**src/rtl/ram_be_scrub.sv**
```systemverilog
// ram_be_scrub: byte-enable register-array RAM with hardware scrub.
// Fills every word with INIT_VALUE after reset and on clear_req.
module ram_be_scrub #(
   parameter int ADDR_WIDTH = 6,
   parameter int DATA_WIDTH = 64,
   parameter int BYTE_WIDTH = 8,
   parameter bit READ_REG = 1'b1,
   parameter logic [BYTE_WIDTH-1:0] INIT_VALUE = '0,
   localparam int NB = DATA_WIDTH / BYTE_WIDTH
) (
   input  logic                  clk,
   input  logic                  rst_n,
   input  logic                  clear_req,
   output logic                  busy,
   output logic                  init_done,
   input  logic                  write_en,
   input  logic [ADDR_WIDTH-1:0] write_addr,
   input  logic [NB-1:0]         write_be,
   input  logic [DATA_WIDTH-1:0] write_data,
   input  logic                  read_en,
   input  logic [ADDR_WIDTH-1:0] read_addr,
   output logic [DATA_WIDTH-1:0] read_data,
   output logic                  read_valid
);

   localparam int DEPTH = 1 << ADDR_WIDTH;
   localparam logic [ADDR_WIDTH-1:0] LAST = ADDR_WIDTH'(DEPTH - 1);
   localparam logic [DATA_WIDTH-1:0] FILL = {NB{INIT_VALUE}};

   typedef enum logic {
      S_CLEAR = 1'b0,
      S_IDLE  = 1'b1
   } state_t;

   state_t                r_state;
   state_t                w_state_nxt;
   logic [ADDR_WIDTH-1:0] r_cnt;
   logic [ADDR_WIDTH-1:0] w_cnt_nxt;
   logic                  r_init_done;
   logic                  w_init_done_nxt;
   logic                  w_busy;

   logic                  w_mem_we;
   logic [ADDR_WIDTH-1:0] w_mem_addr;
   logic [NB-1:0]         w_mem_be;
   logic [DATA_WIDTH-1:0] w_mem_wdata;

   logic [DATA_WIDTH-1:0] r_mem [DEPTH];
   logic [DATA_WIDTH-1:0] w_rd_word;
   logic                  w_rd_ok;

   assign w_busy    = (r_state == S_CLEAR);
   assign busy      = w_busy;
   assign init_done = r_init_done;

   // Controller state, scrub counter and sticky init flag.
   always_ff @(posedge clk or negedge rst_n) begin
      if (!rst_n) begin
         r_state     <= S_CLEAR;
         r_cnt       <= '0;
         r_init_done <= 1'b0;
      end else begin
         r_state     <= w_state_nxt;
         r_cnt       <= w_cnt_nxt;
         r_init_done <= w_init_done_nxt;
      end
   end

   // Next state: walk the counter through every word, then idle.
   always_comb begin
      w_state_nxt     = r_state;
      w_cnt_nxt       = r_cnt;
      w_init_done_nxt = r_init_done;
      unique case (r_state)
         S_CLEAR: begin
            w_cnt_nxt = r_cnt + 1'b1;
            if (r_cnt == LAST) begin
               w_state_nxt     = S_IDLE;
               w_init_done_nxt = 1'b1;
            end
         end
         S_IDLE: begin
            if (clear_req) begin
               w_state_nxt = S_CLEAR;
               w_cnt_nxt   = '0;
            end
         end
         default: begin
            w_state_nxt = S_CLEAR;
            w_cnt_nxt   = '0;
         end
      endcase
   end

   // Single array write port: scrub owns it while busy.
   always_comb begin
      w_mem_we    = 1'b0;
      w_mem_addr  = write_addr;
      w_mem_be    = write_be;
      w_mem_wdata = write_data;
      if (w_busy) begin
         w_mem_we    = 1'b1;
         w_mem_addr  = r_cnt;
         w_mem_be    = '1;
         w_mem_wdata = FILL;
      end else begin
         w_mem_we    = write_en;
      end
   end

   // Storage array, no reset; lanes update per byte enable.
   always_ff @(posedge clk) begin
      if (w_mem_we) begin
         for (int i = 0; i < NB; i++) begin
            if (w_mem_be[i]) begin
               r_mem[w_mem_addr][i*BYTE_WIDTH +: BYTE_WIDTH]
                  <= w_mem_wdata[i*BYTE_WIDTH +: BYTE_WIDTH];
            end
         end
      end
   end

   assign w_rd_word = r_mem[read_addr];
   assign w_rd_ok   = read_en & ~w_busy;

   if (READ_REG) begin : g_rreg
      logic [DATA_WIDTH-1:0] w_fwd;
      logic [DATA_WIDTH-1:0] r_rd_data;
      logic                  r_rd_valid;
      logic                  w_hit;

      assign w_hit = write_en & ~w_busy & (write_addr == read_addr);

      // Write-first merge: enabled lanes of a colliding write win.
      always_comb begin
         w_fwd = w_rd_word;
         if (w_hit) begin
            for (int i = 0; i < NB; i++) begin
               if (write_be[i]) begin
                  w_fwd[i*BYTE_WIDTH +: BYTE_WIDTH] =
                     write_data[i*BYTE_WIDTH +: BYTE_WIDTH];
               end
            end
         end
      end

      // Registered read port; data holds when no read is accepted.
      always_ff @(posedge clk or negedge rst_n) begin
         if (!rst_n) begin
            r_rd_data  <= '0;
            r_rd_valid <= 1'b0;
         end else begin
            r_rd_valid <= w_rd_ok;
            if (w_rd_ok) begin
               r_rd_data <= w_fwd;
            end
         end
      end

      assign read_data  = r_rd_data;
      assign read_valid = r_rd_valid;
   end else begin : g_rcomb
      assign read_data  = w_rd_word;
      assign read_valid = w_rd_ok;
   end

endmodule
```
**config.mk**
```make
export PLATFORM = sky130hd
export DESIGN_NAME = ram_be_scrub
export DESIGN_NICKNAME = d
export VERILOG_FILES = /design/src/rtl/ram_be_scrub.sv
export SDC_FILE = /design/constraint.sdc
export NUM_CORES = 2
export LEC_CHECK = 0
export BUFFER_PORTS_ARGS = -buffer_cell sky130_fd_sc_hd__buf_2
export CORE_AREA = 4 4 574 576
export CTS_CLUSTER_DIAMETER = 120
export DETAILED_ROUTE_END_ITERATION = 6
export DIE_AREA = 0 0 578 580
export GPL_TIMING_DRIVEN = 1
export PLACE_DENSITY = 0.67
export REMOVE_ABC_BUFFERS = 1
export SYNTH_ARGS = -nofsm -noshare
export SYNTH_HDL_FRONTEND = slang
export SYNTH_SLANG_ARGS = --single-unit
```
**constraint.sdc**
```tcl
create_clock -name clk -period 7.4 [get_ports clk]
set_input_delay 1.11 -clock clk [delete_from_list [all_inputs] [get_ports clk]]
set_output_delay 1.11 -clock clk [all_outputs]
set_load 0.05 [all_outputs]
```
==> results by group <==
Logic synthesis
  • Synth Warn #: 0
  • Simple logic cell fraction of the synthesized area: 2.97%
  • Cell taking the most area after synthesis: edfxtp_1
  • Yosys top cell area share: 76.2%
  • Synth Area in Adders: 0.00775%
  • Synthesized area: about 160000 sq um
  • FF+latch count, synth: 4169
  • Commonest cells post-synth: edfxtp_1 (4096), mux2i_1 (1026), nor2_1 (537), a22oi_1 (512), mux4_2 (512)
  • Ys flop type: edfxtp_1
  • Largest cells by area after synthesis: edfxtp_1 (76%), mux4_2 (7.1%), mux2i_1 (6.4%), a22oi_1 (2.4%), nor2_1 (1.2%)
  • Most common cell in the netlist: edfxtp_1
  • Post-synthesis mux area share: 13.5%
  • Main combinational cell family by area after synthesis: multiplexers
  • Cells after Synth: 8328
  • Synth Area in XOR/XNOR: 0.0380%
  • Sequential fraction of the synthesis area: between 70% and 80%
  • EDFF count, synth: roughly 4000
  • Synth Area in Compound Gates: 4.65%
  • Post-synthesis average cell area: 19.4 sq um
  • Async set-reset flop share out of synthesis: 1.75%
  • Distinct cells, synth: 45

Timing
  • Fin Clk Skew: 0.0296 ns
  • Relative slew margins: 4.84%
  • Min Tclk post-route: 4.85 ns
  • Final setup fails: 0
  • Final period util: 65.6%
  • Unrepaired setup endpoints after global routing: no
  • Setup_tns: 0 ns
  • Fmax: slightly above 0.2 GHz
  • Slew @ Worst Pin: roughly 1.4 ns
  • Final hold vios: 0
  • Pins Over Slew Limit: 0

Global route
  • Vias in the first global route: 83300
  • GRT Util Overall: 25.7%
  • Initial antenna violation count: 69
  • First-pass GRT wire length: 618 mm
  • Congestion Overflow GR: 0
  • Largest net degree at the start of global routing: ~150

Clock network
  • Worst-Skew Late Latency: 0.95 ns
  • Clk root buf: clkbuf_16
  • Number of gates given a new drive strength after cts: 0
  • Longest Clk Path Bufs: 4
  • H-tree level count: 5
  • Cts hold-fix bufs: 0
  • CTS sink cnt: 4169
  • Post-CTS setup buffer count: 0
  • Total CTS buffers: 404
  • TritonCTS clock tree: yes
  • Reg clk slew, reported paths: 0.06 ns

Routing
  • DRC Markers: 6
  • Final ANT Viol Nets: 0
  • First-pass DRT Iterations: 7
  • Routed WL per cell: 33.0 microns
  • Vias/cell: 6.42
  • Detailed Route WL: 439 mm
  • Via Count: 85500
  • Number of DRC markers in iteration 0: 12400

Power and ir drop
  • Pwr dens: 303 nW/um^2
  • Worst vdd ir: 0.198 mV
  • Pleak: 62.5 nW
  • Pwr Total: 0.0550 W

Die
  • Die Span X: 578 microns
  • # rows: 209
  • Die extent in y: 580 microns
  • Boundary pin count: 156
  • Initial core utilization: 49.9%
  • Core box area: about 320000 sq um
  • Die area: 335000 sq um

Worst setup path
  • Crit. End Element: primary output
  • Worst R2R Setup Slack: 2.63 ns
  • WS Path Type: reg2out
  • WP data required: ~6.3 ns
  • Crit-path max FO: 57
  • Worst Path Arrival: 3.74 ns
  • Startpoint types: flop

Cells and area
  • Share of layout cells above drive strength 1: 17.8%
  • FILL cells: 24200
  • Area delta synth->final: 12.2%
  • Final nets: 8675
  • Footprint of the multi-input gates: ~35000 sq um
  • Non-filler cells in the finished layout: roughly 13000
  • Register area: 125000 sq um

Placed design
  • Buffers added on ports: 155
  • Placed Cells: 12500
  • GPL Wtd Cong: 0.855
  • Dpl hpwl: 267 mm

Run
  • MaxCap Viol Count: 0

Min path
  • Worst hold path class: in2async

Run status
  • Failing checks: DRC
  • Status: finished with violations
[per-layer routing]
layer	global-route usage [%]	vias up	part of all wire [%]
met3	8.45	849	12
met2	37.6	5250	45
li1	-	34900	-
met5	0	-	0.069
met4	10.4	48	3.9
met1	35.8	44500	39
[where the power goes]
group	switching (W)	internal [W]
Sequential	0.000600	0.0277
Clock	0.00883	0.0122
Combinational	0.00409	0.00146
Total	0.0135	0.0414
[cell type report]
cell class | instances | area share, %
tap | 4325 | 2.99
clock inverter | 249 | 1.52
inverter | 4 | 0.00829
antenna | 68 | 0.0940
sequential | 4169 | 68.9
timing repair buffer | 353 | 1.40
clock buffer | 503 | 5.95
multi-input combinational | 3653 | 19.1
[kinds of logic (layout without fill, tap and decap cells)]
kind of cell | Yosys count | count (layout)
AO/OA/AOI/OAI | 1010 | 1010
XOR/XNOR | 7 | 7
adder cells (fa/ha/maj) | 1 | 1
buffers and inverters | 506 | 1109
flip-flops | 4169 | 4169
multiplexers | 1540 | 1540
other | 0 | 68
AND/OR/NAND/NOR | 1095 | 1095
[registers in the layout (all words and copies together) (netlist names)]
| name | flops |
|---|---|
| init_done | 1 |
| r_cnt | 6 |
| r_mem | 4096 |
| r_state | 1 |
| read_data | 64 |
| read_valid | 1 |
[path summary, 6_finish.rpt]
path | start | end | depth (start not counted)
worst max-delay path | r_state$_DFF_PN0_ | busy | 4
worst min-delay path | rst_n | read_data[17]$_DFFE_PN0P_ | 1
worst max register to register | r_state$_DFF_PN0_ | read_data[7]$_DFFE_PN0P_ | 7
worst min register to register | init_done$_DFFE_PN0P_ | init_done$_DFFE_PN0P_ | 1
max in group asynchronous | rst_n | read_data[27]$_DFFE_PN0P_ | 2
min in group clk | clear_req | r_state$_DFF_PN0_ | 2
[worst max-delay path, cell delays in order (launching register included)]
cell,delay (ns)
dfrtp_4,0.96
buf_4,0.73
inv_2,0.41
buf_4,0.38
buf_2,0.26
[placed cells by master, fill, tap and decap left out, drive strengths merged, types with 10 or more instances in the layout]
cell type,count
a211o,64
a21oi,10
a22o,64
a22oi,512
a31oi,26
a32o,64
and2,66
buf,353
bufinv,54
clkbuf,503
clkinv,168
clkinvlp,19
dfrtp,73
diode,68
edfxtp,4096
inv,12
mux2i,1026
mux4,512
nand2,203
nand3,199
nor2,537
nor4,65
o22ai,256
[through the flow]
step                      setup slack (ns)  hold slack (ns)  area (sq um)  utilization (%)
after detailed placement              2.70            0.513        167000             51.7
after global placement                2.70            0.513        167000             51.7
final                                 2.55            0.289        181000             55.9
after global routing                  2.52            0.292        181000             55.9
after floorplan                       1.13            0.496        159000                -
after CTS                             2.53            0.234        181000             55.9
No activity file was read; power rests on OpenSTA's default activity.
